===== src/rtl/debounce_pkg.sv =====
// -----------------------------------------------------------------------------
// debounce_pkg
// Shared definitions for the debounce / edge-trigger conditioning stage.
//   state_e          : 2-bit acceptance FSM encoding (LOW, RISE_CHK, HIGH,
//                      FALL_CHK). The encoding is Gray-ordered around the
//                      acceptance loop.
//   SYNC_STAGES_DEF  : default synchroniser depth.
//   STABLE_CNT_DEF   : default number of identical samples to accept a level.
// -----------------------------------------------------------------------------
package debounce_pkg;

  typedef enum logic [1:0] {
    LOW      = 2'b00,
    RISE_CHK = 2'b01,
    HIGH     = 2'b11,
    FALL_CHK = 2'b10
  } state_e;

  localparam int SYNC_STAGES_DEF = 2;
  localparam int STABLE_CNT_DEF  = 4;

  // True when the debounced level is (or is being held as) high.
  function automatic logic state_is_high(input state_e st);
    return (st == HIGH) || (st == FALL_CHK);
  endfunction

endpackage : debounce_pkg


===== src/rtl/sync_chain.sv =====
// -----------------------------------------------------------------------------
// sync_chain
// Multi-flop synchroniser for a single asynchronous bit.
//   clk   : sampling clock
//   rstn  : asynchronous active-low reset, clears every stage to 0
//   d_i   : asynchronous input bit
//   q_o   : synchronised bit, SYNC_STAGES cycles behind d_i
// Parameter SYNC_STAGES: chain depth, 2..4.
// -----------------------------------------------------------------------------
module sync_chain #(
  parameter int SYNC_STAGES = 2
) (
  input  logic clk,
  input  logic rstn,
  input  logic d_i,
  output logic q_o
);

  logic [SYNC_STAGES-1:0] sync_q;

  // Shift chain; bit 0 is the metastability-exposed first stage.
  always_ff @(posedge clk or negedge rstn) begin
    if (!rstn) begin
      sync_q <= '0;
    end else begin
      sync_q <= {sync_q[SYNC_STAGES-2:0], d_i};
    end
  end

  assign q_o = sync_q[SYNC_STAGES-1];

endmodule : sync_chain


===== src/rtl/debounce_edge_trigger.sv =====
// -----------------------------------------------------------------------------
// debounce_edge_trigger
// Synchronises a bouncy asynchronous level, accepts a new level only after
// STABLE_CNT identical synchronised samples, and emits a one-cycle trigger on
// every accepted rising level (drives the downstream one-shot's x_in).
//
// Ports:
//   clk        : system clock, rising edge
//   rstn       : asynchronous active-low reset
//   raw_in     : asynchronous raw level
//   en         : gates trig_out / fall_out only; level tracking always runs
//   trig_out   : registered one-cycle pulse on each accepted rising level
//   level_out  : registered debounced level
//   fall_out   : registered one-cycle pulse on each accepted falling level
//                (exists only when DEBOUNCE_FALL_PULSE_EN is defined)
//
// Build option: define DEBOUNCE_FALL_PULSE_EN to add the fall_out port.
// Latency from first edge sampling a stable change to the pulse edge is
// SYNC_STAGES + STABLE_CNT edges.
// -----------------------------------------------------------------------------
module debounce_edge_trigger
  import debounce_pkg::*;
#(
  parameter int SYNC_STAGES = SYNC_STAGES_DEF,
  parameter int STABLE_CNT  = STABLE_CNT_DEF
) (
  input  logic clk,
  input  logic rstn,
  input  logic raw_in,
  input  logic en,
  output logic trig_out,
  output logic level_out
`ifdef DEBOUNCE_FALL_PULSE_EN
  ,
  output logic fall_out
`endif
);

  localparam int CNT_W = $clog2(STABLE_CNT + 1);
  localparam logic [CNT_W-1:0] CNT_ZERO = CNT_W'(0);
  localparam logic [CNT_W-1:0] CNT_ONE  = CNT_W'(1);
  localparam logic [CNT_W-1:0] CNT_LAST = CNT_W'(STABLE_CNT - 1);

  logic             sync_s;
  state_e           state_q, state_d;
  logic [CNT_W-1:0] cnt_q, cnt_d;
  logic             trig_q, trig_d;
  logic             level_q, level_d;
  logic             rise_accept_s;
  logic             fall_accept_s;

  sync_chain #(
    .SYNC_STAGES(SYNC_STAGES)
  ) u_sync (
    .clk (clk),
    .rstn(rstn),
    .d_i (raw_in),
    .q_o (sync_s)
  );

  // State, counter and registered outputs.
  always_ff @(posedge clk or negedge rstn) begin
    if (!rstn) begin
      state_q <= LOW;
      cnt_q   <= CNT_ZERO;
      trig_q  <= 1'b0;
      level_q <= 1'b0;
    end else begin
      state_q <= state_d;
      cnt_q   <= cnt_d;
      trig_q  <= trig_d;
      level_q <= level_d;
    end
  end

  // Next-state and stability counter. Any opposite sample in a CHK state
  // throws the partial count away, so acceptance always restarts from scratch.
  always_comb begin
    state_d = state_q;
    cnt_d   = cnt_q;
    case (state_q)
      LOW: begin
        if (sync_s) begin
          state_d = RISE_CHK;
          cnt_d   = CNT_ONE;
        end else begin
          cnt_d   = CNT_ZERO;
        end
      end
      RISE_CHK: begin
        if (!sync_s) begin
          state_d = LOW;
          cnt_d   = CNT_ZERO;
        end else if (cnt_q == CNT_LAST) begin
          state_d = HIGH;
          cnt_d   = CNT_ZERO;
        end else begin
          cnt_d   = cnt_q + CNT_ONE;
        end
      end
      HIGH: begin
        if (!sync_s) begin
          state_d = FALL_CHK;
          cnt_d   = CNT_ONE;
        end else begin
          cnt_d   = CNT_ZERO;
        end
      end
      FALL_CHK: begin
        if (sync_s) begin
          state_d = HIGH;
          cnt_d   = CNT_ZERO;
        end else if (cnt_q == CNT_LAST) begin
          state_d = LOW;
          cnt_d   = CNT_ZERO;
        end else begin
          cnt_d   = cnt_q + CNT_ONE;
        end
      end
      default: begin
        state_d = LOW;
        cnt_d   = CNT_ZERO;
      end
    endcase
  end

  // Output decode. Pulses are computed from the accepting transition, so they
  // fall back to 0 on the following edge without any extra clearing logic; a
  // pulse suppressed by en is simply never generated.
  always_comb begin
    rise_accept_s = (state_q == RISE_CHK) && sync_s && (cnt_q == CNT_LAST);
    fall_accept_s = (state_q == FALL_CHK) && !sync_s && (cnt_q == CNT_LAST);
    trig_d        = rise_accept_s && en;
    level_d       = state_is_high(state_d);
  end

`ifdef DEBOUNCE_FALL_PULSE_EN
  logic fall_q;

  // Falling-acceptance pulse register.
  always_ff @(posedge clk or negedge rstn) begin
    if (!rstn) begin
      fall_q <= 1'b0;
    end else begin
      fall_q <= fall_accept_s && en;
    end
  end

  assign fall_out = fall_q;
`else
  logic unused_fall_s;
  assign unused_fall_s = fall_accept_s;
`endif

  assign trig_out  = trig_q;
  assign level_out = level_q;

endmodule : debounce_edge_trigger


===== config.mk =====
export PLATFORM = sky130hd
export DESIGN_NAME = debounce_edge_trigger
export DESIGN_NICKNAME = d
export VERILOG_FILES = /design/src/rtl/debounce_pkg.sv /design/src/rtl/sync_chain.sv /design/src/rtl/debounce_edge_trigger.sv
export SDC_FILE = /design/constraint.sdc
export NUM_CORES = 1
export LEC_CHECK = 0
export CAP_MARGIN = 20
export CORE_AREA = 2 2 39 41
export CTS_CLUSTER_SIZE = 30
export DETAILED_ROUTE_END_ITERATION = 6
export DIE_AREA = 0 0 41 43
export PLACE_DENSITY_LB_ADDON = 0.05
export SLEW_MARGIN = 20
export SYNTH_ARGS = -nofsm -noshare
export SYNTH_HDL_FRONTEND = slang
export SYNTH_SLANG_ARGS = --single-unit

===== constraint.sdc =====
create_clock -name clk -period 1 [get_ports clk]
set_input_delay 0.1 -clock clk [delete_from_list [all_inputs] [get_ports clk]]
set_output_delay 0.1 -clock clk [all_outputs]
set_load 0.1 [all_outputs]

==> results.cfg <==
[floorplanning]
pin_count = 6
die_y_um = 43
die_w_um = 41
initial_core_util_pct = 22.8
fp.dieArea_um2 = 1760
row_count = 14
fp.coreArea_um2 = 1380

[synthesis]
synth-simple-area-share_pct = 16.3
yosysWarnings = 0
synth-compound-area-share_pct = 8.33
synthCells = 25
syn_avg_cell_area_um2 = 12.6
yosys.area_share.adder_pct = 3.97
synth_top_family_by_area = simple AND/OR/NAND/NOR gates
synthXorXnorAreaFrac_pct = 5.56
netlist_area_um2 = 315
mappedNetlistNets = 30
ys_seq_area_share_pct = 63.5
ys_ff_latch = 8
synth.area.mux_share_pct = 0
synth_cell_types = 15

[pwr]
p_total_uw = 1290
p_leak_uw = 0.000218
peakVddDrop_v = 0.000823
p_per_area_nw_per_um2 = 2520

[worst_setup_path]
timing.reg2reg.worst_path_depth = 3
cp.depth = 2
cp-start-kind = flip-flop
worstReg2RegStart = level_out
crit_fanout = 2
critPathBufInv = 2
crit_start = level_out
cp.required_ns = 0.90
crit_end = level_out
path_class = flip-flop to output port
rrSetupSlack_ns = -0.07
critPathSlowestCell = dfrtp_4
cp_data_arrival_time_ns = 1.01
r2r_end = cnt_q[2]
crit_chain = buf_6 -> buf_12
cp-end-kind = output port
max_stage_delay_ns = 0.47
crit_family = flip-flops

[cts]
htree_levels = 1
cts_buffer_depth = 2
cts.sinks = 8
clock-root-buffer = clkbuf_4
clock_latency_ns = 0.26
cts_buffers = 3
clkTransAtPathRegs_ns = 0.06
cts_tree = done
postCtsHoldBufs = 0

[finish]
fill_cells = 139
layout-drive-gt1-share_pct = 43.6
antenna_cells = 0
area_delta_synth_final_pct = 62.3
layout_common_cells = 7 x dfrtp_1, 5 x buf_4, 3 x clkbuf_4, 3 x clkdlybuf4s50_1
finalNetCount = 45
layout_commonest_cell = dfrtp_1

[hold_path]
min_path_type = primary input to async pin

[route]
wirelength_um = 544
drt-vias-per-instance = 4.18
first_pass_iters = 2
drt-wirelength-per-cell_um = 9.89
num_vias = 230
drc = 0
drt_iter0_markers = 2
ant_nets = 0

[timing]
slew_violations = 0
setup_viol = 3
final_hold_viol_count = 0
tightest_slew_ns = 0.366
fin_setup_tns_ns = -0.210
layout_setup_ws_ns = -0.111
max_clock_freq_mhz = 900
post-route-period-util_pct = 111
period_minus_slack_ns = 1.11
slew_headroom_pct = 75.5
whs_ns = 0.119
skew_ns = 0.00977
rsz0062_at_grt = yes

[global_route]
grt_first_pass_wirelength_um = 993
use_met1_pct = 9.87
grt_max_degree = 9
met2_usage_pct = 11.6
grt_pass1_vias = 239
overflow = 0
grt_usage_pct = 9.81
use_met3_pct = 7.85
busiest_layer = met2
antenna_found_initial = 0

[place]
globalplace.congestion = 0.701
io_buffers = 5
hpwl_um = 391
place_ws_ns = -0.0200

[outcome]
violations = setup timing
status = finished with violations

[run]
drv_cap = 0
==> area by class of cell <==
type                    instances  area, µm²  area share, %
inverters                       1       3.75          0.733
flip-flops and latches          8        204           39.9
repair buffers                 11        119           23.2
multi-input cells              15        139           27.1
clock buffers                   4       26.3           5.13
well taps                      16       20.0           3.91
==> registers in the layout (all words and copies together) (netlist names) <==
signal and cells:
cnt_q 3, level_out 1, state_q 1, trig_out 1, u_sync.sync_q 2
==> through the flow <==
step | instance area (µm²) | utilization [%] | std cells
after floorplan | 319 | - | 25
after global placement | 435 | 31.5 | 49
after detailed placement | 435 | 31.5 | 49
after CTS | 500 | 36.2 | 55
after global routing | 512 | 37.0 | 55
final | 512 | 37.0 | 55
==> worst reg2reg max path: stages, from the launching register on <==
cell,delay [ns]
dfrtp_4,0.47
buf_4,0.16
o22a_1,0.22
nor3b_2,0.15
==> power breakdown <==
group	switching, µW	internal, µW	total (µW)
clock	111	153	263
sequential	46.4	394	440
combinational	300	285	585
total	457	832	1290
==> Yosys cell counts <==
cell type  number  share of area, %
a21oi_1         1               1.6
clkbuf_1        1               1.2
dfrtp_1         8                63
ha_1            1               4.0
inv_1           1               1.2
nand2_1         2               2.4
nand2b_1        3               6.0
nor2b_1         1               2.0
nor3b_2         1               4.0
nor4_1          1               2.0
o21ai_0         1               1.6
o22a_1          1               2.8
o31ai_1         1               2.4
xnor2_1         1               2.8
xor2_1          1               2.8
==> layer usage <==
metal / up-vias / part of all wire [%]
met4: 0 / 2.2
met3: 2 / 7.0
met5: - / 0
li1: 112 / -
met2: 7 / 47
met1: 109 / 44
==> how the worst min path moves through the flow <==
stage                                start          endpoint  cells past startpoint
after floorplan                       rstn          cnt_q[0]                      0
after global placement    u_sync.sync_q[0]  u_sync.sync_q[1]                      0
after detailed placement  u_sync.sync_q[0]  u_sync.sync_q[1]                      0
after CTS                             rstn         level_out                      1
after global routing                  rstn         level_out                      1
final                                 rstn         level_out                      1
==> kinds of logic after synthesis <==
logic type	after synthesis
fa+ha+maj	1
compound gates	4
flops	8
xor+xnor	2
buf+inv	2
simple gates	8
==> what timing repair did <==
item / CTS / global route
endpoints found under the hold margin: 0 / 0
endpoints found under the setup margin: 3 / 6
pin swaps: 2 / 0
gates resized for setup: 5 / 2
buffers inserted: 2 / 0
Power figures use the tool's default switching activity.
